`src/rtl/ddr2_cmd_pkg.sv`:
```
// rtl/ddr2_cmd_pkg.sv - DDR2 command types, step record and shared constants
//
// Purpose: command enum and its {cs_n, ras_n, cas_n, we_n} encoding, the
// init step record consumed by the sequencer, and small parameter helpers.
// Ports: none (package).

`ifndef DRAM_BA_WIDTH
`define DRAM_BA_WIDTH 2
`endif
`ifndef DRAM_ADDR_WIDTH
`define DRAM_ADDR_WIDTH 13
`endif

package ddr2_cmd_pkg;

  localparam int BA_W        = `DRAM_BA_WIDTH;
  localparam int ADDR_W      = `DRAM_ADDR_WIDTH;
  localparam int STEP_WAIT_W = 16;
  localparam int NUM_STEPS   = 11;

  localparam logic [ADDR_W-1:0] A10_PRE       = ADDR_W'(13'h400);
  localparam logic [ADDR_W-1:0] EMR1_OCD_MASK = ADDR_W'(13'h380);
  localparam logic [ADDR_W-1:0] MR_DLL_RESET  = ADDR_W'(13'h100);

  typedef enum logic [2:0] {
    CMD_DESELECT,
    CMD_NOP,
    CMD_PRE_ALL,
    CMD_MRS,
    CMD_REF
  } ddr2_cmd_e;

  typedef struct packed {
    ddr2_cmd_e               cmd;
    logic [BA_W-1:0]         ba;
    logic [ADDR_W-1:0]       addr;
    logic [STEP_WAIT_W-1:0]  wait_cyc;
  } ddr2_step_t;

  // Returns {cs_n, ras_n, cas_n, we_n}.
  function automatic logic [3:0] ddr2_cmd_encode(input ddr2_cmd_e cmd);
    case (cmd)
      CMD_NOP:     return 4'b0111;
      CMD_PRE_ALL: return 4'b0010;
      CMD_MRS:     return 4'b0000;
      CMD_REF:     return 4'b0001;
      default:     return 4'b1111;
    endcase
  endfunction

  // Zero-length waits would collapse two commands into one cycle.
  function automatic int unsigned clamp1(input int unsigned v);
    return (v < 1) ? 1 : v;
  endfunction

  function automatic int unsigned max2(input int unsigned a, input int unsigned b);
    return (a > b) ? a : b;
  endfunction

endpackage

```
`src/rtl/ddr2_init_step_rom.sv`:
```
// rtl/ddr2_init_step_rom.sv - combinational table of the DDR2 init command steps
//
// Purpose: maps a step index to the command, bank, address and the wait that
// follows it. Indices past the last step return a NOP record.
// Ports:
//   step_idx_i  in   4        step index 0..10
//   step_o      out  struct   command / ba / addr / following wait

module ddr2_init_step_rom
  import ddr2_cmd_pkg::*;
#(
  parameter logic [ADDR_W-1:0] MR_VALUE   = 13'h0A52,
  parameter logic [ADDR_W-1:0] EMR1_VALUE = 13'h0000,
  parameter logic [ADDR_W-1:0] EMR2_VALUE = 13'h0000,
  parameter logic [ADDR_W-1:0] EMR3_VALUE = 13'h0000,
  parameter int unsigned       T_RP       = 3,
  parameter int unsigned       T_MRD      = 2,
  parameter int unsigned       T_RFC      = 26
) (
  input  logic [3:0] step_idx_i,
  output ddr2_step_t step_o
);

  localparam logic [STEP_WAIT_W-1:0] W_RP  = STEP_WAIT_W'(clamp1(T_RP));
  localparam logic [STEP_WAIT_W-1:0] W_MRD = STEP_WAIT_W'(clamp1(T_MRD));
  localparam logic [STEP_WAIT_W-1:0] W_RFC = STEP_WAIT_W'(clamp1(T_RFC));
  localparam logic [STEP_WAIT_W-1:0] W_ONE = STEP_WAIT_W'(1);

  // EMR1 bits [9:7] select OCD mode: 000 normal/exit, 111 OCD default.
  localparam logic [ADDR_W-1:0] EMR1_NORM = EMR1_VALUE & ~EMR1_OCD_MASK;
  localparam logic [ADDR_W-1:0] EMR1_OCD  = EMR1_VALUE | EMR1_OCD_MASK;

  always_comb begin
    step_o = '{cmd: CMD_NOP, ba: '0, addr: '0, wait_cyc: W_ONE};
    case (step_idx_i)
      4'd0:  step_o = '{cmd: CMD_PRE_ALL, ba: BA_W'(0), addr: A10_PRE,                 wait_cyc: W_RP};
      4'd1:  step_o = '{cmd: CMD_MRS,     ba: BA_W'(2), addr: EMR2_VALUE,              wait_cyc: W_MRD};
      4'd2:  step_o = '{cmd: CMD_MRS,     ba: BA_W'(3), addr: EMR3_VALUE,              wait_cyc: W_MRD};
      4'd3:  step_o = '{cmd: CMD_MRS,     ba: BA_W'(1), addr: EMR1_NORM,               wait_cyc: W_MRD};
      4'd4:  step_o = '{cmd: CMD_MRS,     ba: BA_W'(0), addr: MR_VALUE | MR_DLL_RESET, wait_cyc: W_MRD};
      4'd5:  step_o = '{cmd: CMD_PRE_ALL, ba: BA_W'(0), addr: A10_PRE,                 wait_cyc: W_RP};
      4'd6:  step_o = '{cmd: CMD_REF,     ba: BA_W'(0), addr: '0,                      wait_cyc: W_RFC};
      4'd7:  step_o = '{cmd: CMD_REF,     ba: BA_W'(0), addr: '0,                      wait_cyc: W_RFC};
      4'd8:  step_o = '{cmd: CMD_MRS,     ba: BA_W'(0), addr: MR_VALUE,                wait_cyc: W_MRD};
      4'd9:  step_o = '{cmd: CMD_MRS,     ba: BA_W'(1), addr: EMR1_OCD,                wait_cyc: W_MRD};
      4'd10: step_o = '{cmd: CMD_MRS,     ba: BA_W'(1), addr: EMR1_NORM,               wait_cyc: W_MRD};
      default: ;
    endcase
  end

endmodule

```
`src/rtl/ddr2_init_seq.sv`:
```
// rtl/ddr2_init_seq.sv - DDR2 DIMM power-up initialization sequencer
//
// Purpose: after reset holds CKE low, issues NOPs, then walks the init step
// table (precharge, mode-register loads, refreshes, OCD default/exit) and
// raises init_done once the last step and the DLL lock time are satisfied.
// Ports:
//   clk        in   1   controller clock (DIMM ck)
//   rst        in   1   synchronous active-high reset
//   cke        out  1   clock enable
//   cs_n/ras_n/cas_n/we_n  out 1 each  command strobes
//   ba         out  DRAM_BA_WIDTH    bank / mode-register select
//   addr       out  DRAM_ADDR_WIDTH  address / mode-register value
//   odt        out  1   on-die termination, always 0
//   init_done  out  1   sequence complete, sticky until rst

module ddr2_init_seq
  import ddr2_cmd_pkg::*;
#(
  parameter logic [ADDR_W-1:0] MR_VALUE   = 13'h0A52,
  parameter logic [ADDR_W-1:0] EMR1_VALUE = 13'h0000,
  parameter logic [ADDR_W-1:0] EMR2_VALUE = 13'h0000,
  parameter logic [ADDR_W-1:0] EMR3_VALUE = 13'h0000,
  parameter int unsigned       T_INIT     = 40000,
  parameter int unsigned       T_NOP      = 80,
  parameter int unsigned       T_RP       = 3,
  parameter int unsigned       T_MRD      = 2,
  parameter int unsigned       T_RFC      = 26,
  parameter int unsigned       T_DLL      = 200
) (
  input  logic                        clk,
  input  logic                        rst,
  output logic                        cke,
  output logic                        cs_n,
  output logic                        ras_n,
  output logic                        cas_n,
  output logic                        we_n,
  output logic [`DRAM_BA_WIDTH-1:0]   ba,
  output logic [`DRAM_ADDR_WIDTH-1:0] addr,
  output logic                        odt,
  output logic                        init_done
);

  localparam int unsigned T_INIT_C = clamp1(T_INIT);
  localparam int unsigned T_NOP_C  = clamp1(T_NOP);
  localparam int unsigned T_DLL_C  = clamp1(T_DLL);
  localparam int unsigned CNT_MAX  = max2(max2(T_INIT_C, T_NOP_C),
                                          max2(clamp1(T_RFC), max2(clamp1(T_RP), clamp1(T_MRD))));
  localparam int CNT_W = $clog2(CNT_MAX + 1);
  localparam int DLL_W = $clog2(T_DLL_C + 1);

  typedef enum logic [2:0] {
    ST_RESET_WAIT,
    ST_NOP_WAIT,
    ST_RUN,
    ST_DLL_WAIT,
    ST_DONE
  } state_e;

  state_e                  state_q, state_d;
  logic [CNT_W-1:0]        cnt_q, cnt_d;
  logic [3:0]              step_q, step_d;
  logic [STEP_WAIT_W-1:0]  wait_q, wait_d;
  logic [DLL_W-1:0]        dll_q, dll_d;
  logic                    cke_q, cke_d;
  logic [3:0]              strb_q, strb_d;
  logic [BA_W-1:0]         ba_q, ba_d;
  logic [ADDR_W-1:0]       addr_q, addr_d;
  logic                    done_q, done_d;

  ddr2_cmd_e               cmd_d;
  ddr2_step_t              step;
  logic                    issue;
  logic                    dll_done;

  ddr2_init_step_rom #(
    .MR_VALUE   (MR_VALUE),
    .EMR1_VALUE (EMR1_VALUE),
    .EMR2_VALUE (EMR2_VALUE),
    .EMR3_VALUE (EMR3_VALUE),
    .T_RP       (T_RP),
    .T_MRD      (T_MRD),
    .T_RFC      (T_RFC)
  ) u_rom (
    .step_idx_i (step_q),
    .step_o     (step)
  );

  assign dll_done = 32'(dll_q) >= T_DLL_C;

  // cnt_q counts the cycles already shown in the current phase; a phase
  // ends on the edge where it reaches that phase's length. Outputs are
  // computed for the state being entered and registered on the same edge.
  always_comb begin
    state_d = state_q;
    cnt_d   = cnt_q;
    step_d  = step_q;
    wait_d  = wait_q;
    dll_d   = dll_q;
    cke_d   = 1'b1;
    cmd_d   = CMD_NOP;
    ba_d    = '0;
    addr_d  = '0;
    done_d  = 1'b0;
    issue   = 1'b0;

    // Once started by the DLL-reset MRS the DLL counter free-runs to saturation.
    if (dll_q != '0 && 32'(dll_q) < T_DLL_C) dll_d = dll_q + 1'b1;

    case (state_q)
      ST_RESET_WAIT: begin
        if (32'(cnt_q) >= T_INIT_C) begin
          state_d = ST_NOP_WAIT;
          cnt_d   = CNT_W'(1);
        end else begin
          cke_d = 1'b0;
          cmd_d = CMD_DESELECT;
          cnt_d = cnt_q + 1'b1;
        end
      end
      ST_NOP_WAIT: begin
        if (32'(cnt_q) >= T_NOP_C) issue = 1'b1;
        else                       cnt_d = cnt_q + 1'b1;
      end
      ST_RUN: begin
        if (32'(cnt_q) >= 32'(wait_q)) begin
          if (step_q == 4'(NUM_STEPS)) begin
            if (dll_done) begin
              state_d = ST_DONE;
              done_d  = 1'b1;
            end else begin
              state_d = ST_DLL_WAIT;
            end
          end else begin
            issue = 1'b1;
          end
        end else begin
          cnt_d = cnt_q + 1'b1;
        end
      end
      ST_DLL_WAIT: begin
        if (dll_done) begin
          state_d = ST_DONE;
          done_d  = 1'b1;
        end
      end
      ST_DONE: done_d = 1'b1;
      default: state_d = ST_RESET_WAIT;
    endcase

    if (issue) begin
      state_d = ST_RUN;
      cmd_d   = step.cmd;
      ba_d    = step.ba;
      addr_d  = step.addr;
      wait_d  = step.wait_cyc;
      step_d  = step_q + 4'd1;
      cnt_d   = CNT_W'(1);
      if (step_q == 4'd4) dll_d = DLL_W'(1);
    end

    strb_d = ddr2_cmd_encode(cmd_d);
  end

  always_ff @(posedge clk) begin
    if (rst) begin
      state_q <= ST_RESET_WAIT;
      cnt_q   <= '0;
      step_q  <= '0;
      wait_q  <= '0;
      dll_q   <= '0;
      cke_q   <= 1'b0;
      strb_q  <= 4'b1111;
      ba_q    <= '0;
      addr_q  <= '0;
      done_q  <= 1'b0;
    end else begin
      state_q <= state_d;
      cnt_q   <= cnt_d;
      step_q  <= step_d;
      wait_q  <= wait_d;
      dll_q   <= dll_d;
      cke_q   <= cke_d;
      strb_q  <= strb_d;
      ba_q    <= ba_d;
      addr_q  <= addr_d;
      done_q  <= done_d;
    end
  end

  assign cke                        = cke_q;
  assign {cs_n, ras_n, cas_n, we_n} = strb_q;
  assign ba                         = ba_q;
  assign addr                       = addr_q;
  assign odt                        = 1'b0;
  assign init_done                  = done_q;

endmodule

```
`config.mk`:
```
export PLATFORM = sky130hd
export DESIGN_NAME = ddr2_init_seq
export DESIGN_NICKNAME = d
export VERILOG_FILES = /design/src/rtl/ddr2_cmd_pkg.sv /design/src/rtl/ddr2_init_step_rom.sv /design/src/rtl/ddr2_init_seq.sv
export SDC_FILE = /design/constraint.sdc
export NUM_CORES = 1
export LEC_CHECK = 0
export ABC_AREA = 0
export ABC_CLOCK_PERIOD_IN_PS = 2700
export BUFFER_PORTS_ARGS = -buffer_cell sky130_fd_sc_hd__buf_2
export CORE_MARGIN = 1.5
export CORE_UTILIZATION = 55
export DETAILED_ROUTE_END_ITERATION = 8
export GPL_TIMING_DRIVEN = 0
export PLACE_DENSITY = 0.76
export RECOVER_POWER = 50
export SYNTH_ARGS = -nofsm -noshare
export SYNTH_HDL_FRONTEND = slang
export SYNTH_HIERARCHICAL = 1
export SYNTH_SLANG_ARGS = --single-unit
```
`constraint.sdc`:
```
create_clock -name clk -period 2.7 [get_ports clk]
set_clock_uncertainty 0.1 [all_clocks]
set_input_delay 0.81 -clock clk [delete_from_list [all_inputs] [get_ports clk]]
set_output_delay 0.81 -clock clk [all_outputs]
set_load 0.03 [all_outputs]
```
[After elaboration in Yosys (flattened, before gate mapping)]
Cells that the tools add are included.
Word-level totals
  word-level logic and storage cells: 100
  input bits: 2
  register bits after elaboration: 68
Cells by class
  order comparisons: 5
  eq/ne operators: 32
  $add $sub $neg: 3
  reduce and logical (&&, ||, !) cells: 16
  bitwise operators: 2
  mux-type cells: 30
Operators with widths (count)
  $pmux W34 S8: 1
  $mux W16: 3
  $pmux W16 S3: 1
  $mux W8: 3
  $mux W3: 6
  $ne A3 B3 Y1 const B: 6
  $add A16 B1 Y16 const B: 1
  $eq A4 B3 Y1 const B: 4
  $eq A4 B4 Y1 const B: 4
  $ge A16 B16 Y1: 1
  $ge A16 B16 Y1 const B: 1
  $ge A16 B7 Y1 const B: 1
  $pmux W4 S4: 1
  $eq A3 B2 Y1 const B: 4
  $ne A2 B2 Y1 const B: 6
  $pmux W3 S4: 1
  $reduce_or A2 Y1: 6
  $mux W1: 11
  $reduce_and A5 Y1: 2
  $add A8 B1 Y8 const B: 1
  $eq A4 B2 Y1 const B: 2
  $ge A8 B8 Y1 const B: 1
  $lt A8 B8 Y1 const B: 1
  $reduce_bool A8 Y1: 1
  15 further kinds: 19

[Longest topological paths before layout]
  word-level depth: 7
  mapped depth: 11
  gate-level depth less buffers: 9

[Hierarchy]
The synthesis kept the hierarchy.
By module, submodules not included
  ddr2_init_seq: area each 3259.4 um^2, cells an instance 356, instances 1
  ddr2_init_step_rom: area each 354.1 um^2, cells an instance 54, instances 1

[Worst setup path before layout]
OpenSTA, ideal clock, no wires.
  kind: register -> register
  start: register cnt_q[0]
  end: register wait_q[0]
  stages on the path, launching flop included: 12
  path buffers: 2
  setup slack: 78 ps
  clock period less this slack: 2622 ps
  library setup time: 128 ps
  arrival: 2395 ps
  path through: dfxtp_1 -> inv_1 -> ha_1 -> and3_1 -> o21ai_0 -> a311oi_2 -> or3_2 -> a41oi_2 -> buf_6 -> buf_12 -> mux2i_1 -> nor2_1
On the way
  longest elaborated chain between the ends: 3
Ends and longest elaborated chain
  from (decl): line ddr2_init_seq.sv:60  | logic [CNT_W-1:0] cnt_q, cnt_d;
  from (signal assigned): line ddr2_init_seq.sv:178  | cnt_q <= cnt_d;
  $ge A16 B16 Y1 / $ge A16 B7 Y1 (equally long branches): line ddr2_init_seq.sv:125, ddr2_init_seq.sv:121
  $mux W1, on equally long branches: line ddr2_init_seq.sv:125, ddr2_init_seq.sv:121
  $pmux W1 S2 (*): line ddr2_init_seq.sv:109  | case (state_q)
  to (signal assigned): line ddr2_init_seq.sv:180  | wait_q <= wait_d;
  to (decl): line ddr2_init_seq.sv:62  | logic [STEP_WAIT_W-1:0] wait_q, wait_d;
Mark *: on every way between the ends. The rest lies on a longest branch, timed or not.
A chain may end at the register's enable or synchronous reset.

[Worst setup path after layout]
  start: register cnt_q[13]
  end: register wait_q[5]
Same word-level chain as after synthesis.

==> summary.txt <==
Area after DPL -> 3880 µm²
Static Leak -> 1.86 nW
Routed WL per cell -> 13.8 µm
RSZ-0062 raised after global routing -> true
Post-synth EDFFs -> 0
Nets -> 493
Filler cells -> 465
crit-path max cell delay -> 0.37 ns
crit-path max FO -> 6
detailed-route via count -> 2,914
largest net degree at the start of global routing -> 14
critical path class -> register to register
Starting DRT DRC Count -> 183
die height -> 84.1 µm
synthesized instance count -> 410
total gr overflow -> 0
DP HPWL -> 4890 µm
Final Hold Vio Count -> 0
post-synth top area share -> 37.7%
warnings from Yosys -> 6
Worst Setup Start Kind -> register
Post-synth ARST share -> 0%
Syn Std Cell Area -> 3610 µm²
crit path DAT -> 2.76 ns
total CTS buffers -> 9
DRC violations left -> 0
starting density of the core -> 56.9%
die area -> 7070 µm²
vias in the first global route -> 2,707
IO buf count -> 22
design area -> 4380 µm²
Cell Rows -> 29
hold-fix buffers at CTS -> 0
sequential share of the synthesized area -> 37.7%
clock net sink count -> 68
Power Density -> 479 nW/µm²
first-pass GRT wire length -> 11,900 µm
Hold Crit Class -> register to register
syn_area_per_cell -> 8.81 µm²
Synth area leaders -> dfxtp_1, ha_1, nor2_1
status -> complete, no violations
CP cell instances -> ha_4 > nand4_1 > or3_4 > a311oi_2 > or3_4 > a41oi_4 > buf_6 > buf_12 > buf_16 > mux2i_1 > nor2_1
diode count -> 0
Total GRT Usage -> 20.8%
Final Hold Slack -> 0.387 ns
initial antenna violation count -> 0
Yosys cell types -> 55
minimum clock period -> 2.65 ns
Worst Setup End Kind -> register
width of the die -> 84.1 µm
final worst-path cycle share -> 98.1%
clock transition at the registers of the reported paths -> 0.07 ns
number of H-tree levels -> 3
Setup Viol. Count Final -> 0
critical path's top delay family -> simple AND/OR/NAND/NOR gates
Worst slew margin -> 53.9%
Slowest-stage cell, CP -> dfxtp_2
ys flop type -> dfxtp_1
share of layout cells above drive strength 1 -> 25.1%
Top cell by count, worst path -> or3_4
Area Overhead vs Synth -> 21.2%
Skew-Pair Late Insertion Delay -> 0.34 ns
Max Cap Violations -> 0
Pre-antenna DRT Iters -> 5
vias per cell -> 5.29
Pins Over Slew Limit -> 0
Buf/Inv on CP -> 3
Max Buffers Root-to-Sink -> 2
antenna viol nets, final -> 0
WL final -> 7580 µm
CP required -> 2.81 ns
Placer Congestion -> 0.846
maximum clock rate -> 378 MHz
measured slew at the worst slew-check pin -> 0.690 ns
Root Buffer Master -> clkbuf_8
Max VDD drop -> 0.450 mV
I/O pins -> 24
post-synthesis register bit count -> 68
area leader, netlist -> dfxtp_1
core box area -> 6350 µm²
CTS tree -> done
cells in the mapped netlist (all sizes together) (2+ instances only):
master and number:
dfxtp 68, nor2 57, buf 31, inv 27
nand2 24, a21oi 23, ha 22, and2 17
mux2i 17, xnor2 15, nor3 12, o21ai 10
xor2 10, nand3 7, or3 7, clkbuf 6
nand4 4, nor4 4, o21a 4, a21o 3
nor2b 3, nor4b 3, o2111ai 3, a311oi 2
and3 2, conb 2, nand2b 2, nand3b 2
nand4b 2, o211ai 2, o22ai 2, or2 2
or4 2
cells in the final DEF (no fill, tap or decap), types with 5 or more instances in the layout:
| cell type | n |
|---|---|
| inv_1 | 23 |
| nor2_1 | 54 |
| xnor2_1 | 15 |
| clkbuf_1 | 26 |
| or3_1 | 5 |
| xor2_1 | 10 |
| nand2_1 | 22 |
| conb_1 | 18 |
| and2_1 | 17 |
| buf_4 | 33 |
| clkbuf_8 | 9 |
| dfxtp_1 | 45 |
| nand3_1 | 7 |
| mux2i_1 | 16 |
| o21ai_0 | 8 |
| ha_1 | 13 |
| a21oi_1 | 19 |
| ha_4 | 9 |
| nor3_1 | 12 |
| dfxtp_2 | 21 |
sequential cells by signal, summed over array words and instances, names as in the netlist:
register / count
addr: 13
init_done: 1
strb_q: 4
wait_q: 16
dll_q: 8
state_q: 3
cke: 1
cnt_q: 16
ba: 2
step_q: 4
per-layer routing:
layer | up-vias | share of wire (%) | global-route usage [%] | routed length, µm
met2 | 77 | 48 | 34.5 | 3660
met5 | - | 0 | 0 | 0
met4 | 0 | 1.8 | 8.49 | 140
li1 | 1470 | - | - | -
met1 | 1352 | 46 | 27.0 | 3470
met3 | 15 | 4.2 | 3.17 | 315
worst min-delay path, delay by kind of cell (launching register included):
kind | cells | cell delay, ns
DFF | 1 | 0.33
muxes | 1 | 0.06
and+or+nand+nor | 1 | 0.07
cell type report:
class | instances | area (µm²) | share of cell area (%)
multi-input cells | 294 | 2100 | 47.9
flip-flops and latches | 68 | 1400 | 31.9
plain buffers | 37 | 295 | 6.74
repair buffers | 32 | 195 | 4.46
clock buffers | 9 | 124 | 2.83
inverters | 27 | 101 | 2.31
well taps | 77 | 96.3 | 2.20
clock inverters | 7 | 75.1 | 1.71
per-stage QoR:
step / worst slack (ns) / utilization, % / total power (W) / std cells / setup TNS [ns]
CTS: 0.00218 / 66.7 / 0.00209 / 548 / 0
detailed placement: -0.279 / 61.1 / 0.00123 / 525 / -8.87
global placement: -0.209 / 61.1 / 0.00122 / 525 / -5.12
floorplan: 0.0777 / - / 0.00120 / 426 / 0
finish: 0.0510 / 69.0 / 0.00210 / 551 / 0
global route: -0.0236 / 69.0 / 0.00216 / 551 / -0.0584
where the power goes:
group | switching, W | internal, W | total (W)
Sequential | 0.0000146 | 0.00102 | 0.00103
Clock | 0.000409 | 0.000429 | 0.000838
Combinational | 0.000119 | 0.000106 | 0.000226
Total | 0.000543 | 0.00155 | 0.00210
kinds of logic after synthesis:
family                     Yosys count  share of synthesized area, %
and+or+nand+nor                    152                          21.1
DFF                                 68                          37.7
buffers and inverters               64                          10.9
AOI/OAI and AO/OA                   60                          11.8
xor gates and xnor gates            25                          6.06
adders and majority gates           22                          7.62
muxes                               17                          4.71
other                                2                         0.208
worst paths after layout:
path | endpoint | from | slack, ns | depth (start not counted)
worst max register to register | wait_q[5] | cnt_q[13] | 0.05 | 11
worst max-delay path | wait_q[5] | cnt_q[13] | 0.05 | 11
worst min register to register | wait_q[11] | wait_q[11] | 0.39 | 2
worst min-delay path | wait_q[11] | wait_q[11] | 0.39 | 2
what timing repair did:
item	in CTS	in global routing
resized for setup	21	36
endpoints found under the setup margin	57	48
setup buffers	5	3
pin swaps	5	4
gates cloned	2	0
(Power assumes the default switching activity.)
